--- src/rtl/fp_mul_pkg.sv ---
// Shared types and width helpers for the pipelined floating-point multiplier.
// Formats are sign|exponent|mantissa with flush-to-zero for subnormal operands.
package fp_mul_pkg;

    typedef struct packed {
        logic ov;
        logic uf;
        logic nx;
        logic nv;
    } fp_flags_t;

    typedef enum logic [1:0] {
        ZERO,
        NORM,
        INF,
        NAN
    } fp_class_t;

    localparam int MAX_W = 64;

    function automatic int word_w(input int exp_w, input int man_w);
        return 1 + exp_w + man_w;
    endfunction

    function automatic int bias_of(input int exp_w);
        return (1 << (exp_w - 1)) - 1;
    endfunction

    // Ones from the mantissa MSB up through the whole exponent field, sign 0.
    function automatic logic [MAX_W-1:0] qnan_word(input int exp_w, input int man_w);
        return ((64'd1 << (exp_w + 1)) - 64'd1) << (man_w - 1);
    endfunction

    function automatic fp_class_t classify(input logic exp_zero, input logic exp_ones,
                                           input logic man_zero);
        if (exp_zero) return ZERO;
        if (exp_ones) return man_zero ? INF : NAN;
        return NORM;
    endfunction

endpackage

--- src/rtl/fp_mul_round.sv ---
// Final stage of the multiplier: round the normalised significand, then detect
// overflow/underflow and pack the result word with its flags.
module fp_mul_round
    import fp_mul_pkg::*;
#(
    parameter int EXP_W = 8,
    parameter int MAN_W = 23
) (
    input  logic                     sign,
    input  logic signed [EXP_W+1:0]  e_in,
    input  logic [MAN_W:0]           sig,
    input  logic                     guard,
    input  logic                     sticky,
    input  logic                     rm,
    output logic [EXP_W+MAN_W:0]     c,
    output fp_flags_t                flags
);
    localparam int EW = EXP_W + 2;
    localparam logic [EW-2:0] EXP_MAX = (EW-1)'((1 << EXP_W) - 1);

    logic                   inc;
    logic [MAN_W+1:0]       sum;
    logic signed [EW-1:0]   exp_r;
    logic [MAN_W-1:0]       frac;
    logic                   is_ov;
    logic                   is_uf;

    always_comb begin
        inc   = !rm && guard && (sticky || sig[0]);
        sum   = {1'b0, sig} + {{(MAN_W+1){1'b0}}, inc};
        // A carry out of the significand means 1.000..0 at the next exponent.
        exp_r = e_in + {{(EW-1){1'b0}}, sum[MAN_W+1]};
        frac  = sum[MAN_W+1] ? sum[MAN_W:1] : sum[MAN_W-1:0];
        is_ov = !exp_r[EW-1] && (exp_r[EW-2:0] >= EXP_MAX);
        is_uf = exp_r[EW-1] || (exp_r == '0);

        flags    = '0;
        flags.nx = guard || sticky;
        c        = {sign, exp_r[EXP_W-1:0], frac};
        if (is_ov) begin
            flags.ov = 1'b1;
            flags.nx = 1'b1;
            c = rm ? {sign, {(EXP_W-1){1'b1}}, 1'b0, {MAN_W{1'b1}}}
                   : {sign, {EXP_W{1'b1}}, {MAN_W{1'b0}}};
        end else if (is_uf) begin
            flags.uf = 1'b1;
            flags.nx = 1'b1;
            c = {sign, {(EXP_W+MAN_W){1'b0}}};
        end
    end

endmodule

--- src/rtl/fp_multiplier_pipelined.sv ---
// Three-stage floating-point multiplier: unpack/multiply, normalise, round/pack.
// One global enable stalls every stage while a presented result is not taken.
module fp_multiplier_pipelined
    import fp_mul_pkg::*;
#(
    parameter int EXP_W = 8,
    parameter int MAN_W = 23
) (
    input  logic                  clk,
    input  logic                  rst,
    input  logic                  in_valid,
    output logic                  in_ready,
    input  logic [EXP_W+MAN_W:0]  a,
    input  logic [EXP_W+MAN_W:0]  b,
    input  logic                  rm,
    output logic                  out_valid,
    input  logic                  out_ready,
    output logic [EXP_W+MAN_W:0]  c,
    output logic                  ov,
    output logic                  uf,
    output logic                  nx,
    output logic                  nv
);
    localparam int W  = word_w(EXP_W, MAN_W);
    localparam int EW = EXP_W + 2;
    localparam int PW = 2 * MAN_W + 2;
    localparam logic [W-1:0]  QNAN = W'(qnan_word(EXP_W, MAN_W));
    localparam logic [EW-1:0] BIAS = EW'(bias_of(EXP_W));

    // Handshake: a transfer happens on a rising edge where valid && ready; a
    // source holds its data while ready is low, and so does this block's output.
    logic en;

    logic                 v1_q, v1_d, s1_sign_q, s1_sign_d, s1_rm_q, s1_rm_d;
    logic                 s1_spec_q, s1_spec_d;
    logic signed [EW-1:0] s1_exp_q, s1_exp_d;
    logic [PW-1:0]        s1_prod_q, s1_prod_d;
    logic [W-1:0]         s1_spec_c_q, s1_spec_c_d;
    fp_flags_t            s1_spec_f_q, s1_spec_f_d;

    logic                 v2_q, v2_d, s2_sign_q, s2_sign_d, s2_rm_q, s2_rm_d;
    logic                 s2_spec_q, s2_spec_d, s2_guard_q, s2_guard_d;
    logic                 s2_sticky_q, s2_sticky_d;
    logic signed [EW-1:0] s2_exp_q, s2_exp_d;
    logic [MAN_W:0]       s2_sig_q, s2_sig_d;
    logic [W-1:0]         s2_spec_c_q, s2_spec_c_d;
    fp_flags_t            s2_spec_f_q, s2_spec_f_d;

    logic                 out_valid_q, out_valid_d;
    logic [W-1:0]         c_q, c_d;
    fp_flags_t            flags_q, flags_d;

    fp_class_t            a_cls, b_cls;
    logic                 sign_in, zero_inf, a_snan, b_snan;
    logic                 sp_in;
    logic [W-1:0]         sp_c_in;
    fp_flags_t            sp_f_in;
    logic [W-1:0]         rnd_c;
    fp_flags_t            rnd_f;

    assign en        = !out_valid_q || out_ready;
    assign in_ready  = en;
    assign out_valid = out_valid_q;
    assign c         = c_q;
    assign ov        = flags_q.ov;
    assign uf        = flags_q.uf;
    assign nx        = flags_q.nx;
    assign nv        = flags_q.nv;

    always_comb begin
        a_cls    = classify(a[W-2:MAN_W] == '0, &a[W-2:MAN_W], a[MAN_W-1:0] == '0);
        b_cls    = classify(b[W-2:MAN_W] == '0, &b[W-2:MAN_W], b[MAN_W-1:0] == '0);
        sign_in  = a[W-1] ^ b[W-1];
        zero_inf = (a_cls == ZERO && b_cls == INF) || (a_cls == INF && b_cls == ZERO);
        a_snan   = (a_cls == NAN) && !a[MAN_W-1];
        b_snan   = (b_cls == NAN) && !b[MAN_W-1];
        sp_in    = 1'b1;
        sp_c_in  = '0;
        sp_f_in  = '0;
        if (a_cls == NAN || b_cls == NAN || zero_inf) begin
            sp_c_in    = QNAN;
            sp_f_in.nv = zero_inf || a_snan || b_snan;
        end else if (a_cls == INF || b_cls == INF) begin
            sp_c_in = {sign_in, {EXP_W{1'b1}}, {MAN_W{1'b0}}};
        end else if (a_cls == ZERO || b_cls == ZERO) begin
            sp_c_in = {sign_in, {(W-1){1'b0}}};
        end else begin
            sp_in = 1'b0;
        end
    end

    fp_mul_round #(.EXP_W(EXP_W), .MAN_W(MAN_W)) u_round (
        .sign   (s2_sign_q),
        .e_in   (s2_exp_q),
        .sig    (s2_sig_q),
        .guard  (s2_guard_q),
        .sticky (s2_sticky_q),
        .rm     (s2_rm_q),
        .c      (rnd_c),
        .flags  (rnd_f)
    );

    always_comb begin
        v1_d = v1_q;  s1_sign_d = s1_sign_q;  s1_rm_d = s1_rm_q;  s1_spec_d = s1_spec_q;
        s1_exp_d = s1_exp_q;  s1_prod_d = s1_prod_q;
        s1_spec_c_d = s1_spec_c_q;  s1_spec_f_d = s1_spec_f_q;
        v2_d = v2_q;  s2_sign_d = s2_sign_q;  s2_rm_d = s2_rm_q;  s2_spec_d = s2_spec_q;
        s2_guard_d = s2_guard_q;  s2_sticky_d = s2_sticky_q;
        s2_exp_d = s2_exp_q;  s2_sig_d = s2_sig_q;
        s2_spec_c_d = s2_spec_c_q;  s2_spec_f_d = s2_spec_f_q;
        out_valid_d = out_valid_q;  c_d = c_q;  flags_d = flags_q;
        if (en) begin
            v1_d = in_valid;
            if (in_valid) begin
                s1_sign_d   = sign_in;
                s1_rm_d     = rm;
                s1_spec_d   = sp_in;
                s1_spec_c_d = sp_c_in;
                s1_spec_f_d = sp_f_in;
                s1_exp_d    = {2'b00, a[W-2:MAN_W]} + {2'b00, b[W-2:MAN_W]} - BIAS;
                s1_prod_d   = {{(MAN_W+1){1'b0}}, 1'b1, a[MAN_W-1:0]}
                            * {{(MAN_W+1){1'b0}}, 1'b1, b[MAN_W-1:0]};
            end
            v2_d = v1_q;
            if (v1_q) begin
                s2_sign_d   = s1_sign_q;
                s2_rm_d     = s1_rm_q;
                s2_spec_d   = s1_spec_q;
                s2_spec_c_d = s1_spec_c_q;
                s2_spec_f_d = s1_spec_f_q;
                // Product in [2,4): the bit shifted out joins the sticky OR.
                if (s1_prod_q[PW-1]) begin
                    s2_exp_d    = s1_exp_q + {{(EW-1){1'b0}}, 1'b1};
                    s2_sig_d    = s1_prod_q[PW-1:MAN_W+1];
                    s2_guard_d  = s1_prod_q[MAN_W];
                    s2_sticky_d = |s1_prod_q[MAN_W-1:0];
                end else begin
                    s2_exp_d    = s1_exp_q;
                    s2_sig_d    = s1_prod_q[PW-2:MAN_W];
                    s2_guard_d  = s1_prod_q[MAN_W-1];
                    s2_sticky_d = |s1_prod_q[MAN_W-2:0];
                end
            end
            out_valid_d = v2_q;
            if (v2_q) begin
                c_d     = s2_spec_q ? s2_spec_c_q : rnd_c;
                flags_d = s2_spec_q ? s2_spec_f_q : rnd_f;
            end
        end
    end

    always_ff @(posedge clk or negedge rst) begin
        if (!rst) begin
            v1_q <= 1'b0;  s1_sign_q <= 1'b0;  s1_rm_q <= 1'b0;  s1_spec_q <= 1'b0;
            s1_exp_q <= '0;  s1_prod_q <= '0;  s1_spec_c_q <= '0;  s1_spec_f_q <= '0;
            v2_q <= 1'b0;  s2_sign_q <= 1'b0;  s2_rm_q <= 1'b0;  s2_spec_q <= 1'b0;
            s2_guard_q <= 1'b0;  s2_sticky_q <= 1'b0;  s2_exp_q <= '0;  s2_sig_q <= '0;
            s2_spec_c_q <= '0;  s2_spec_f_q <= '0;
            out_valid_q <= 1'b0;  c_q <= '0;  flags_q <= '0;
        end else begin
            v1_q <= v1_d;  s1_sign_q <= s1_sign_d;  s1_rm_q <= s1_rm_d;  s1_spec_q <= s1_spec_d;
            s1_exp_q <= s1_exp_d;  s1_prod_q <= s1_prod_d;
            s1_spec_c_q <= s1_spec_c_d;  s1_spec_f_q <= s1_spec_f_d;
            v2_q <= v2_d;  s2_sign_q <= s2_sign_d;  s2_rm_q <= s2_rm_d;  s2_spec_q <= s2_spec_d;
            s2_guard_q <= s2_guard_d;  s2_sticky_q <= s2_sticky_d;
            s2_exp_q <= s2_exp_d;  s2_sig_q <= s2_sig_d;
            s2_spec_c_q <= s2_spec_c_d;  s2_spec_f_q <= s2_spec_f_d;
            out_valid_q <= out_valid_d;  c_q <= c_d;  flags_q <= flags_d;
        end
    end

endmodule
--- config.mk ---
export PLATFORM = sky130hd
export DESIGN_NAME = fp_multiplier_pipelined
export DESIGN_NICKNAME = d
export VERILOG_FILES = /design/src/rtl/fp_mul_pkg.sv /design/src/rtl/fp_mul_round.sv /design/src/rtl/fp_multiplier_pipelined.sv
export SDC_FILE = /design/constraint.sdc
export NUM_CORES = 2
export LEC_CHECK = 0
export ABC_CLOCK_PERIOD_IN_PS = 4850
export CORE_MARGIN = 5
export CORE_UTILIZATION = 35
export DETAILED_ROUTE_END_ITERATION = 12
export GPL_ROUTABILITY_DRIVEN = 0
export GPL_TIMING_DRIVEN = 0
export PLACE_DENSITY = 0.6
export SLEW_MARGIN = 10
export SYNTH_ARGS = -nofsm -noshare
export SYNTH_HDL_FRONTEND = slang
export SYNTH_SLANG_ARGS = --single-unit
--- constraint.sdc ---
create_clock -name clk -period 4.85 [get_ports clk]
set_input_delay 1.2125 -clock clk [delete_from_list [all_inputs] [get_ports clk]]
set_output_delay 1.2125 -clock clk [all_outputs]
set_load 0.01 [all_outputs]
==> metrics <==
status finished with violations; failing checks negative setup slack; total CTS buffers 17; skew final 0.0141 ns; antenna violations before repair 4; synth top area cells fa_1 37%, dfrtp_1 14%, ha_1 9.3%; Final ANT Viol Nets 0; htree depth 4; Vert. Die Dim between 200 and 300 um; sequential share of the synthesized area 14.2%; EDFF count, synth 0; total wire length 88500 um; core area 0.0731 mm2; Site Rows 99; cells after synthesis 2870; CP Class in2reg; Avg Cell Area, Syn 9.01 um2; fin nets 3933; synthesized flop and latch total 147; layout cells sized above 1 about a fifth; post-synth cell types 65; yosys warns 0; pins over their slew limit 0; Post-Syn Area approximately 0.026 mm2; vias after detailed routing 21300; highest-count cells in the layout ignoring fill and taps 533 x inv_1, 432 x fa_1, 376 x nand2_1; fin crit share 149%; P&R area growth vs syn 29.5%; Initial Util between 30% and 40%; routing usage on met3 just over 5%; final setup margin -2.39 ns; crit path DAT 7.60 ns; asr flop ratio synth 100%; I/O Buffers 105; MaxCap Viol Count 0; Residual DRC 0; Worst Hold Class reg2reg; final hold slack approximately 0.47 ns; Avg WL per Cell 21.3 um; commonest non-fill, non-tap cell in the layout inv_1; Die X about 280 um; Setup crit end kind flop; vias in the first global route 22000; Fin. Hold Viols 0; Clk Latency, worst-skew pair 0.43 ns; hpwl dp 67300 um; Yosys top cell area share 37.4%; CTS tree done; die area 0.0794 mm2; clock sink total 147; Clock Path Buffers 2; final worst path period need 7.24 ns; Synth Net Count ~3600; Worst Tran Pin Value 1.22 ns; largest net degree at the start of global routing 84; met1 GRT Util 29.7%; drt pass-1 iters 8; DRT iter0 DRCs 1507; Setup crit start kind input port; Yosys top cell by area fa_1; RSZ-0062 raised after global routing true; Req. time, crit path 5.21 ns; met2 Usage GRT approximately 34%; max_slew headroom between 10% and 20%; total track usage 21.9%; top_reg_cell synth dfrtp_1; CTS root buf clkbuf_16; FMAX between 100 and 150 MHz; number of vias per cell roughly 5.1; Setup violations, final 40; Boundary Pins 107; crit path max fanout 6; global-route wire length before repair 133000 um; grt total ovfl 0; GR peak layer met2; Worst-path clk slew ~0.070 ns
[logic make-up after synthesis]
| group | synth area share, % |
|---|---|
| simple gates | 16.8 |
| buf+inv | 10.6 |
| fa+ha+maj | 46.8 |
| compound gates | 7.61 |
| flops | 14.2 |
| xor+xnor | 2.74 |
| mux | 1.26 |
[state kept, by name, summed over array words and instances (netlist names), 3 cells and up]
signal and cells:
s2_spec_c_q 3, s1_prod_q 48, s1_exp_q 10, s2_sig_q 24, s2_exp_q 10, s1_spec_c_q 3, c 32
[worst max-delay path, cell delays in order]
cell,delay (ns)
buf_8,0.10
buf_8,0.14
buf_6,0.14
and2_1,0.16
fa_1,0.50
inv_1,0.05
fa_1,0.47
inv_1,0.07
fa_1,0.52
fa_1,0.45
fa_1,0.53
fa_1,0.54
fa_2,0.48
ha_4,0.35
a21o_1,0.17
nand3_1,0.08
and2_2,0.23
o211ai_2,0.12
a41oi_4,0.20
o31ai_4,0.33
a31oi_2,0.16
or4_1,0.50
nand3_1,0.08
[routing by layer]
layer  part of all wire (%)  vias to the layer above
met5                  0.033                        -
met4                    5.0                        4
met3                    9.5                      258
met2                     44                     1025
met1                     41                    10500
li1                       -                     9442
[path summary, 6_finish.rpt]
| path | start | end | slack (ns) | depth (start not counted) |
|---|---|---|---|---|
| min | nv | nv | 0.47 | 2 |
| max in group asynchronous | rst | s1_prod_q[19] | 3.38 | 2 |
| min reg2reg | nv | nv | 0.47 | 2 |
| max | a[8] | s1_prod_q[42] | -2.39 | 23 |
| min in group asynchronous | rst | c[13] | 0.69 | 1 |
| max reg2reg | s2_rm_q | c[7] | 0.32 | 18 |
[per-stage QoR]
step	utilization, %	setup slack [ns]	instances	area (um2)	setup TNS (ns)
final	45.8	-2.39	4161	33500	-74.52
after global routing	45.8	-2.50	4160	33500	-79.55
after CTS	44.1	-2.34	4105	32200	-72.97
after detailed placement	39.5	-4.19	3935	28900	-138.25
after global placement	39.5	-4.15	3934	28800	-638.90
after floorplan	-	-2.17	2870	26600	-65.64
[timing repair]
action                     in CTS  in global routing
gates cloned                    4                  4
setup buffers                 136                 57
setup endpoints to repair      44                 61
gates resized for setup       613                265
pin swaps                     110                168
hold buffers                    0                  0
[area by class of cell]
cell class                 count  area [um2]
tap                          959        1200
inverter                     588        2260
buffer                       135        1870
fill                        6906       39600
timing repair buffer         305        3120
multi-input combinational   1994       20700
clock buffer                  18         429
sequential                   147        3680
antenna                        1        2.50
clock inverter                14         180
[synth_stat cells (all sizes together) (3+ instances only)]
master	count
nor2	115
xnor2	47
nor4	21
o31ai	7
a21o	22
nand4	28
nor2b	6
o21bai	9
and4	4
a21oi	92
o21ai	88
and2	250
a41oi	3
dfrtp	147
xor2	34
mux2	5
a221o	26
buf	4
nand2b	8
or3	6
or4	8
clkinv	3
a31oi	15
nor3	9
a211oi	3
o211ai	5
mux2i	27
inv	585
and3	14
nand2	401
a22o	3
a31o	3
nand3	27
clkbuf	137
fa	483
ha	193
o21a	6
Power is not shown: default switching activity piles up to over one toggle a cycle in this logic, so the estimate is an artifact.
